<file path="config.mk">
export PLATFORM = sky130hd
export DESIGN_NAME = instr_fetch_stage
export DESIGN_NICKNAME = d
export VERILOG_FILES = /design/src/rtl/instr_fetch_stage.sv
export SDC_FILE = /design/constraint.sdc
export NUM_CORES = 1
export LEC_CHECK = 0
export ABC_AREA = 1
export CORE_ASPECT_RATIO = 1.1
export CORE_MARGIN = 2
export CORE_UTILIZATION = 50
export DETAILED_ROUTE_END_ITERATION = 12
export PLACE_DENSITY = 0.8
export SLEW_MARGIN = 5
export SYNTH_ARGS = -nofsm -noshare
export SYNTH_HDL_FRONTEND = slang
export SYNTH_SLANG_ARGS = --single-unit
export TNS_END_PERCENT = 10
</file>
<file path="constraint.sdc">
create_clock -name clk -period 1.69 [get_ports clk]
set_input_delay 0.507 -clock clk [delete_from_list [all_inputs] [get_ports clk]]
set_output_delay 0.507 -clock clk [all_outputs]
set_load 0.03 [all_outputs]
</file>
<file path="src/rtl/instr_fetch_stage.sv">
// -----------------------------------------------------------------------------
// instr_fetch_stage
//
// Instruction-fetch stage of the pipelined 8-bit CPU. The stage drives the
// instruction memory address from the PC and reads one byte per cycle. It
// builds 1-byte and 2-byte instructions and loads the IF/ID register that
// decode reads. It also handles hazard stalls, branch redirects (which flush
// the stage) and injection of the interrupt pseudo-instruction.
//
// Parameters
//   RESET_PC      PC value loaded on reset
//   TWO_BYTE_OPC  opcode high nibble that marks a 2-byte instruction
//   INT_IR        opcode presented to decode for an injected interrupt
//
// Ports
//   clk           in   rising-edge clock
//   rst           in   asynchronous active-high reset
//   imem_addr     out  instruction memory byte address (always the PC)
//   imem_rdata    in   byte at imem_addr, combinational in the same cycle
//   stall         in   freeze the whole stage this cycle
//   redirect_en   in   taken branch/jump/return: refetch from redirect_pc
//   redirect_pc   in   redirect target
//   int_sig       in   level interrupt request, sampled every cycle
//   ifid_valid    out  IF/ID holds a complete instruction
//   ifid_ir       out  opcode byte
//   ifid_imm      out  second byte of a 2-byte instruction, else 0
//   ifid_pc_next  out  address after the instruction (return address)
//   ifid_is_int   out  IF/ID entry is an injected interrupt
// -----------------------------------------------------------------------------
module instr_fetch_stage #(
  parameter logic [7:0] RESET_PC     = 8'h00,
  parameter logic [3:0] TWO_BYTE_OPC = 4'hC,
  parameter logic [7:0] INT_IR       = 8'hBC
) (
  input  logic       clk,
  input  logic       rst,
  output logic [7:0] imem_addr,
  input  logic [7:0] imem_rdata,
  input  logic       stall,
  input  logic       redirect_en,
  input  logic [7:0] redirect_pc,
  input  logic       int_sig,
  output logic       ifid_valid,
  output logic [7:0] ifid_ir,
  output logic [7:0] ifid_imm,
  output logic [7:0] ifid_pc_next,
  output logic       ifid_is_int
);

  // F1 fetches an opcode byte. F2 fetches the second byte of a 2-byte
  // instruction.
  localparam logic [0:0] ST_F1 = 1'b0;
  localparam logic [0:0] ST_F2 = 1'b1;

  logic [7:0] pc_q,       pc_d;
  logic [0:0] state_q,    state_d;
  logic [7:0] ir_hold_q,  ir_hold_d;
  logic       int_pend_q, int_pend_d;
  logic       valid_q,    valid_d;
  logic [7:0] ir_q,       ir_d;
  logic [7:0] imm_q,      imm_d;
  logic [7:0] pcn_q,      pcn_d;
  logic       is_int_q,   is_int_d;

  logic [7:0] pc_inc;
  logic       opc_two_byte;
  logic       inject;

  // The 8-bit add wraps 8'hFF to 8'h00. A 2-byte opcode at 8'hFF therefore
  // takes its second byte from 8'h00 with no extra logic.
  assign pc_inc       = pc_q + 8'd1;
  assign opc_two_byte = (imem_rdata[7:4] == TWO_BYTE_OPC);

  // Injection happens only between instructions (F1), so a 2-byte
  // instruction is never split. A redirect or stall defers the injection.
  assign inject = (state_q == ST_F1) && int_pend_q && !stall && !redirect_en;

  always_comb begin
    pc_d      = pc_q;
    state_d   = state_q;
    ir_hold_d = ir_hold_q;
    valid_d   = valid_q;
    ir_d      = ir_q;
    imm_d     = imm_q;
    pcn_d     = pcn_q;
    is_int_d  = is_int_q;

    // A pending request survives stalls and redirects. Only injection
    // consumes it. A request that is still asserted in the injection cycle
    // re-arms it, because the input is a level.
    int_pend_d = int_sig | (int_pend_q & ~inject);

    if (redirect_en) begin
      // Flush: any half-fetched 2-byte instruction is dropped.
      pc_d     = redirect_pc;
      state_d  = ST_F1;
      valid_d  = 1'b0;
      is_int_d = 1'b0;
    end else if (!stall) begin
      case (state_q)
        ST_F1: begin
          if (inject) begin
            // The return address is the opcode that has not been fetched,
            // so the PC does not advance.
            ir_d     = INT_IR;
            imm_d    = 8'h00;
            pcn_d    = pc_q;
            is_int_d = 1'b1;
            valid_d  = 1'b1;
          end else if (opc_two_byte) begin
            // Hold the opcode and insert a bubble while the second byte
            // is fetched.
            ir_hold_d = imem_rdata;
            pc_d      = pc_inc;
            state_d   = ST_F2;
            valid_d   = 1'b0;
            is_int_d  = 1'b0;
          end else begin
            ir_d     = imem_rdata;
            imm_d    = 8'h00;
            pcn_d    = pc_inc;
            is_int_d = 1'b0;
            valid_d  = 1'b1;
            pc_d     = pc_inc;
          end
        end
        default: begin
          ir_d     = ir_hold_q;
          imm_d    = imem_rdata;
          pcn_d    = pc_inc;
          is_int_d = 1'b0;
          valid_d  = 1'b1;
          pc_d     = pc_inc;
          state_d  = ST_F1;
        end
      endcase
    end
  end

  always_ff @(posedge clk or posedge rst) begin
    if (rst) begin
      pc_q       <= RESET_PC;
      state_q    <= ST_F1;
      ir_hold_q  <= 8'h00;
      int_pend_q <= 1'b0;
      valid_q    <= 1'b0;
      ir_q       <= 8'h00;
      imm_q      <= 8'h00;
      pcn_q      <= 8'h00;
      is_int_q   <= 1'b0;
    end else begin
      pc_q       <= pc_d;
      state_q    <= state_d;
      ir_hold_q  <= ir_hold_d;
      int_pend_q <= int_pend_d;
      valid_q    <= valid_d;
      ir_q       <= ir_d;
      imm_q      <= imm_d;
      pcn_q      <= pcn_d;
      is_int_q   <= is_int_d;
    end
  end

  assign imem_addr    = pc_q;
  assign ifid_valid   = valid_q;
  assign ifid_ir      = ir_q;
  assign ifid_imm     = imm_q;
  assign ifid_pc_next = pcn_q;
  assign ifid_is_int  = is_int_q;

endmodule

</file>
# Word level (Yosys, flattened, before mapping)
# Cells that the tools add are included.
[totals]
ff_bits = 44
inputBits = 21
output_inout_bits = 34
[op_classes]
addsub = 1
eq_ne = 4
mux = 27
n_bitwise = 6
n_reduce_logical = 8
[ops]
columns = ["op", "n"]
rows = [
  ["8-bit 2-to-1 mux", 13],
  ["1-bit 2-to-1 mux", 14],
  ["8-bit by 1-bit adder with 8-bit output (second input constant)", 1],
  ["5-bit AND reduction", 1],
  ["4-bit equality test (second input constant)", 1],
  ["1-bit NOT", 4],
  ["1-bit logical AND", 3],
  ["3-bit by 2-bit inequality test with 1-bit output (second input constant)", 1],
  ["3-bit inequality test (second input constant)", 1],
  ["3-bit AND reduction", 1],
  ["1-bit zero test", 2],
  ["2-bit by 1-bit inequality test with 1-bit output (second input constant)", 1],
  ["2-bit AND reduction", 1],
  ["1-bit AND", 1],
  ["1-bit bitwise OR", 1],
]

# Longest topological paths before layout
[logic_depth]
depth_word = 8
depth_mapped = 9
ltp_nobuf = 8

# Least setup slack after synthesis
# OpenSTA, ideal clock, no wires.
[synth_timing]
path_kind = "input -> register"
from = "input port redirect_en"
to = "register ir_q[0], in the netlist ifid_ir[0]"
setup_time_ps = 123
arrival_ps = 1320
required_time_ps = 1567
slack_ps = 247
path_stages = 8
cell_sequence = "buf_6 nor2_8 nand2_4 nand3_2 nand2_4 buf_6 nand2_1 o21ai_2"
[synth_via]
elab_chain_len = 4
word_cells_on_any_way = 7
cone_classes = "eq/ne: 1; mux: 2; bitwise: 1; reduce/logical: 3"
[synth_lines]
columns = ["element", "line", "rtl"]
rows = [
  ["from (decl)", "40", "input logic redirect_en,"],
  ["1-bit zero test", "76", "assign inject = (state_q == ST_F1) && int_pend_q && !stall && !redirect_en;"],
  ["1-bit logical AND", "76", ""],
  ["3-bit by 2-bit inequality test with 1-bit output (no line) / 8-bit 2-to-1 mux (equally long branches)", "--", ""],
  ["3-bit AND reduction (no line) / 8-bit 2-to-1 mux (equally long branches)", "--", ""],
  ["to (signal assigned)", "157", "ir_q <= ir_d;"],
  ["to (decl)", "60", "logic [7:0] ir_q, ir_d;"],
]
# Several ways; a longest one is shown, not always the timed one.
# A chain may end at the register's enable or synchronous reset.

# Worst setup path after layout
[layout_timing]
from = "input port stall"
to = "register ir_hold_q[1]"
[layout_via]
elab_chain_len = 5
word_cells_on_any_way = 6
cone_classes = "bitwise: 2; reduce/logical: 4"
[layout_lines]
columns = ["element", "line", "rtl"]
rows = [
  ["from (decl)", "39", "input logic stall,"],
  ["1-bit zero test", "--", ""],
  ["1-bit logical AND (2 in a row)", "76", ""],
  ["1-bit NOT (no line)", "--", ""],
  ["5-bit AND reduction (no line) (*)", "--", ""],
  ["to (signal assigned)", "154", "ir_hold_q <= ir_hold_d;"],
  ["to (decl)", "57", "logic [7:0] ir_hold_q, ir_hold_d;"],
]
# Every way passes the cells marked *; elsewhere a longest branch is shown, timed or not.

==> metrics.txt <==
# TYPE chip_impl_metric gauge
chip_impl_info{name="run_status",value="finished, final reports clean"} 1
chip_impl_metric{name="post_synth_cell_types",unit=""} 29
chip_impl_metric{name="clk_latency",unit="ns"} 0.30
chip_impl_metric{name="die_area",unit="mm^2"} 0.00518
chip_impl_info{name="leading_cell_type_in_the_layout_fill_and_taps_excluded",value="sky130_fd_sc_hd__nand2_1"} 1
chip_impl_metric{name="hold_violations",unit=""} 0
chip_impl_metric{name="fp.dieW",unit="um"} 68.8
chip_impl_metric{name="area_growth_syn_to_layout",unit="%"} 36.2
chip_impl_metric{name="synth.avg_cell_area",unit="um^2"} 8.28
chip_impl_metric{name="cts_max_level",unit=""} 2
chip_impl_metric{name="placedCellCount",unit=""} 402
chip_impl_metric{name="gp_congestion",unit=""} 0.857
chip_impl_metric{name="post-cts-setup-buffer-count",unit=""} 0
chip_impl_metric{name="grtUsageTotal",unit="%"} 23.0
chip_impl_metric{name="worst_ep_required_time",unit="ns"} 1.88
chip_impl_info{name="worstHoldPathType",value="reg -> reg"} 1
chip_impl_metric{name="synth-compound-area-share",unit="%"} 11.5
chip_impl_metric{name="antenna_found_initial",unit=""} 0
chip_impl_metric{name="multiplexer_share_of_the_synthesized_area",unit="%"} 0
chip_impl_metric{name="insertedDiodeCount",unit=""} 0
chip_impl_metric{name="fin_util",unit="%"} 71.9
chip_impl_metric{name="timing.critical_path.fanout_max",unit=""} 13
chip_impl_info{name="critPathCaptureType",value="flip-flop"} 1
chip_impl_metric{name="irDropWorstVdd",unit="uV"} 616
chip_impl_metric{name="fin_crit_sh",unit="%"} 95.8
chip_impl_info{name="cp_cell_sequence",value="clkdlybuf4s50_1, nor2_8, nand2_4, nand2_4, nor2_4, nand2_2, nand2_1, o21ai_2"} 1
chip_impl_metric{name="ant_nets",unit=""} 0
chip_impl_info{name="cp_common_cell",value="sky130_fd_sc_hd__nand2_4"} 1
chip_impl_metric{name="synthDominantCellAreaShare",unit="%"} 47.7
chip_impl_metric{name="die-height",unit="um"} 75.3
chip_impl_metric{name="number_of_buffers_on_the_longest_clock_path",unit=""} 2
chip_impl_metric{name="finalWirelength",unit="um"} 5230
chip_impl_metric{name="netlist_instances",unit=""} 279
chip_impl_metric{name="detailedPlacementHpwl",unit="um"} 3980
chip_impl_metric{name="remaining_drc_errors",unit=""} 0
chip_impl_metric{name="sequential_share_of_the_synthesized_area",unit="%"} 47.7
chip_impl_metric{name="vias_in_the_first_global_route",unit=""} 2047
chip_impl_metric{name="finalWorstSetupSlack",unit="ns"} 0.0713
chip_impl_metric{name="synth_xor_area_share",unit="%"} 0.758
chip_impl_metric{name="cp_slowest_stage_delay",unit="ns"} 0.58
chip_impl_info{name="top_cells_by_area_synth",value="sky130_fd_sc_hd__dfrtp_1 48%, sky130_fd_sc_hd__nand2_1 16%, sky130_fd_sc_hd__o21ai_2 4.9%"} 1
chip_impl_metric{name="report.final.slew_viol_count",unit=""} 0
chip_impl_metric{name="synth_adder_area_share",unit="%"} 0.542
chip_impl_metric{name="placement_rows",unit=""} 25
chip_impl_info{name="grt_setup_unrepaired",value="yes"} 1
chip_impl_info{name="cts_root_buffer",value="sky130_fd_sc_hd__clkbuf_8"} 1
chip_impl_metric{name="clock.fmax",unit="MHz"} 618
chip_impl_metric{name="worst_pin_slew",unit="ns"} 0.332
chip_impl_metric{name="holdBufCountCts",unit=""} 0
chip_impl_metric{name="timing.max_cap.violations",unit=""} 0
chip_impl_metric{name="cts-buffers-inserted",unit=""} 5
chip_impl_metric{name="dr.first_iter.drc_count",unit=""} 79
chip_impl_metric{name="grt-ovfl-total",unit=""} 0
chip_impl_metric{name="initial_core_util",unit="%"} 52.7
chip_impl_metric{name="whs_path_depth",unit=""} 2
chip_impl_metric{name="netlist_area",unit="mm^2"} 0.00231
chip_impl_info{name="timing.setup.critical_path_class",value="in -> reg"} 1
chip_impl_metric{name="ys_async_sr_fraction",unit="%"} 100
chip_impl_metric{name="finalWorstPathRequiredPeriod",unit="ns"} 1.62
chip_impl_metric{name="skew",unit="ns"} 0.00632
chip_impl_metric{name="top_level_ports",unit=""} 55
chip_impl_metric{name="largest_net_degree_at_the_start_of_global_routing",unit=""} 45
chip_impl_metric{name="synthesis.yosys.warnings",unit=""} 0
chip_impl_metric{name="static-leakage-power",unit="uW"} 0.00169
chip_impl_info{name="synth_top_family_by_area",value="simple AND/OR/NAND/NOR gates"} 1
chip_impl_metric{name="synth.ff_latch_count",unit=""} 44
chip_impl_metric{name="post-place-ws",unit="ns"} -0.300
chip_impl_metric{name="worst-r2r-cell-count",unit=""} 7
chip_impl_metric{name="finalNonFillerCells",unit=""} 410
chip_impl_metric{name="post_cts_resize_count",unit=""} 34
chip_impl_metric{name="drive_gt1_share",unit="%"} 17.1
chip_impl_metric{name="placedInstanceArea",unit="mm^2"} 0.00308
chip_impl_metric{name="power.total",unit="uW"} 3070
chip_impl_metric{name="net_count_reported_at_finish",unit=""} 377
chip_impl_metric{name="placement.io_buffers",unit=""} 54
chip_impl_metric{name="post_drt_via_cell_ratio",unit=""} 4.99
chip_impl_info{name="yosys_most_used_dff",value="sky130_fd_sc_hd__dfrtp_1"} 1
chip_impl_metric{name="route.vias.total",unit=""} 2044
chip_impl_metric{name="timing.max_slew.rel_slack",unit="%"} 78.0
chip_impl_metric{name="powerDensity",unit="mW/mm^2"} 976
chip_impl_info{name="final_cell_mix",value="97 x sky130_fd_sc_hd__nand2_1, 44 x sky130_fd_sc_hd__dfrtp_1, 34 x sky130_fd_sc_hd__dlygate4sd2_1"} 1
chip_impl_info{name="timing.critical_path.slowest_stage_cell",value="sky130_fd_sc_hd__clkdlybuf4s50_1"} 1
chip_impl_metric{name="drt_first_pass_iters",unit=""} 4
chip_impl_info{name="cts_tree",value="built"} 1
chip_impl_metric{name="synth_edf_count",unit=""} 0
chip_impl_metric{name="worst_ep_arrival_time",unit="ns"} 1.81
chip_impl_metric{name="setup_viol_count_final",unit=""} 0
chip_impl_metric{name="clk_pin_slew",unit="ns"} 0.08
chip_impl_metric{name="final_design_area_no_fill",unit="mm^2"} 0.00315
chip_impl_metric{name="floorplan_core_area",unit="mm^2"} 0.00438
chip_impl_metric{name="net_count_synth",unit=""} 301
chip_impl_info{name="post-synth-top-area-cell",value="sky130_fd_sc_hd__dfrtp_1"} 1
chip_impl_metric{name="post_detailed_route_wirelength_per_cell",unit="um"} 12.8
chip_impl_metric{name="post_synth_and_or_nand_nor_area_fraction",unit="%"} 30.5
chip_impl_metric{name="grt_pass1_wl",unit="um"} 8830
chip_impl_metric{name="cts.sink_count",unit=""} 44
chip_impl_info{name="critical_path.startpoint_type",value="primary input"} 1
-- synthesized netlist by cell type, types with 2 or more instances --
master	n
sky130_fd_sc_hd__and2_1	2
sky130_fd_sc_hd__o21bai_1	2
sky130_fd_sc_hd__a21oi_1	4
sky130_fd_sc_hd__nand2_1	97
sky130_fd_sc_hd__nand2_4	4
sky130_fd_sc_hd__nand2_2	3
sky130_fd_sc_hd__dfrtp_1	44
sky130_fd_sc_hd__a31oi_1	2
sky130_fd_sc_hd__o21ai_1	2
sky130_fd_sc_hd__nand3_1	19
sky130_fd_sc_hd__clkbuf_1	3
sky130_fd_sc_hd__nand3_2	2
sky130_fd_sc_hd__o21ai_0	10
sky130_fd_sc_hd__o211ai_1	2
sky130_fd_sc_hd__nor2_1	22
sky130_fd_sc_hd__inv_1	27
sky130_fd_sc_hd__buf_6	8
sky130_fd_sc_hd__xor2_1	2
sky130_fd_sc_hd__nor2_4	2
sky130_fd_sc_hd__o21ai_2	13
-- state kept, by name (all words and copies together), names as in the netlist --
name          cells
ifid_pc_next      8
ifid_imm          8
ifid_ir           8
ir_hold_q         8
ifid_valid        1
ifid_is_int       1
imem_addr         8
state_q           1
int_pend_q        1
-- worst max-delay path, delay by kind of cell --
kind	cells	cell delay, ns
AOI/OAI and AO/OA	1	0.05
buffers and inverters	1	0.58
and+or+nand+nor	6	0.66
-- where the power goes --
part	switching (uW)	internal (uW)	total [uW]	leakage, uW
logic	624	388	1010	0.00108
clock network	354	439	792	0.0000552
registers	80.3	1190	1270	0.000552
-- area by class of cell --
cell class,instances,area (um^2)
Clock buffer,6,72.6
Tap cell,54,67.6
Fill cell,372,1230
Sequential cell,44,1100
Multi-Input combinational cell,196,1000
Timing Repair Buffer,81,766
Clock inverter,2,35.0
Inverter,27,101
-- through the flow --
step           hold slack [ns]  TNS [ns]
2_1_floorplan            0.419         0
3_3_place_gp             0.442     -8.09
3_5_place_dp             0.438     -9.55
4_1_cts                  0.459         0
5_1_grt                  0.473  -0.00552
6_report                 0.460         0
-- kinds of logic (layout without fill, tap and decap cells) --
group | count (synthesis) | after routing
AO/OA/AOI/OAI | 39 | 39
buffers and inverters | 39 | 116
flip-flops | 44 | 44
AND/OR/NAND/NOR | 154 | 154
adder cells (fa/ha/maj) | 1 | 1
XOR/XNOR | 2 | 2
-- final timing paths --
check	startpoint	to	slack (ns)
setup / recovery	stall	ir_hold_q[1]	0.07
hold / removal	ir_hold_q[6]	ir_hold_q[6]	0.46
setup reg to reg	imem_addr[0]	imem_addr[4]	0.29
hold reg to reg	ir_hold_q[6]	ir_hold_q[6]	0.46
max in group asynchronous	rst	imem_addr[6]	0.94
min in group asynchronous	rst	ifid_imm[0]	0.53
-- layer usage --
layer	part of all wire [%]	track usage (%)	vias to the layer above	routed length [um]
met1	43	29.2	951	2230
met2	51	39.0	54	2650
met5	0	0	-	0
met3	4.8	4.04	10	251
met4	1.8	8.93	0	93
li1	-	-	1029	-
Power figures use the tool's default switching activity.
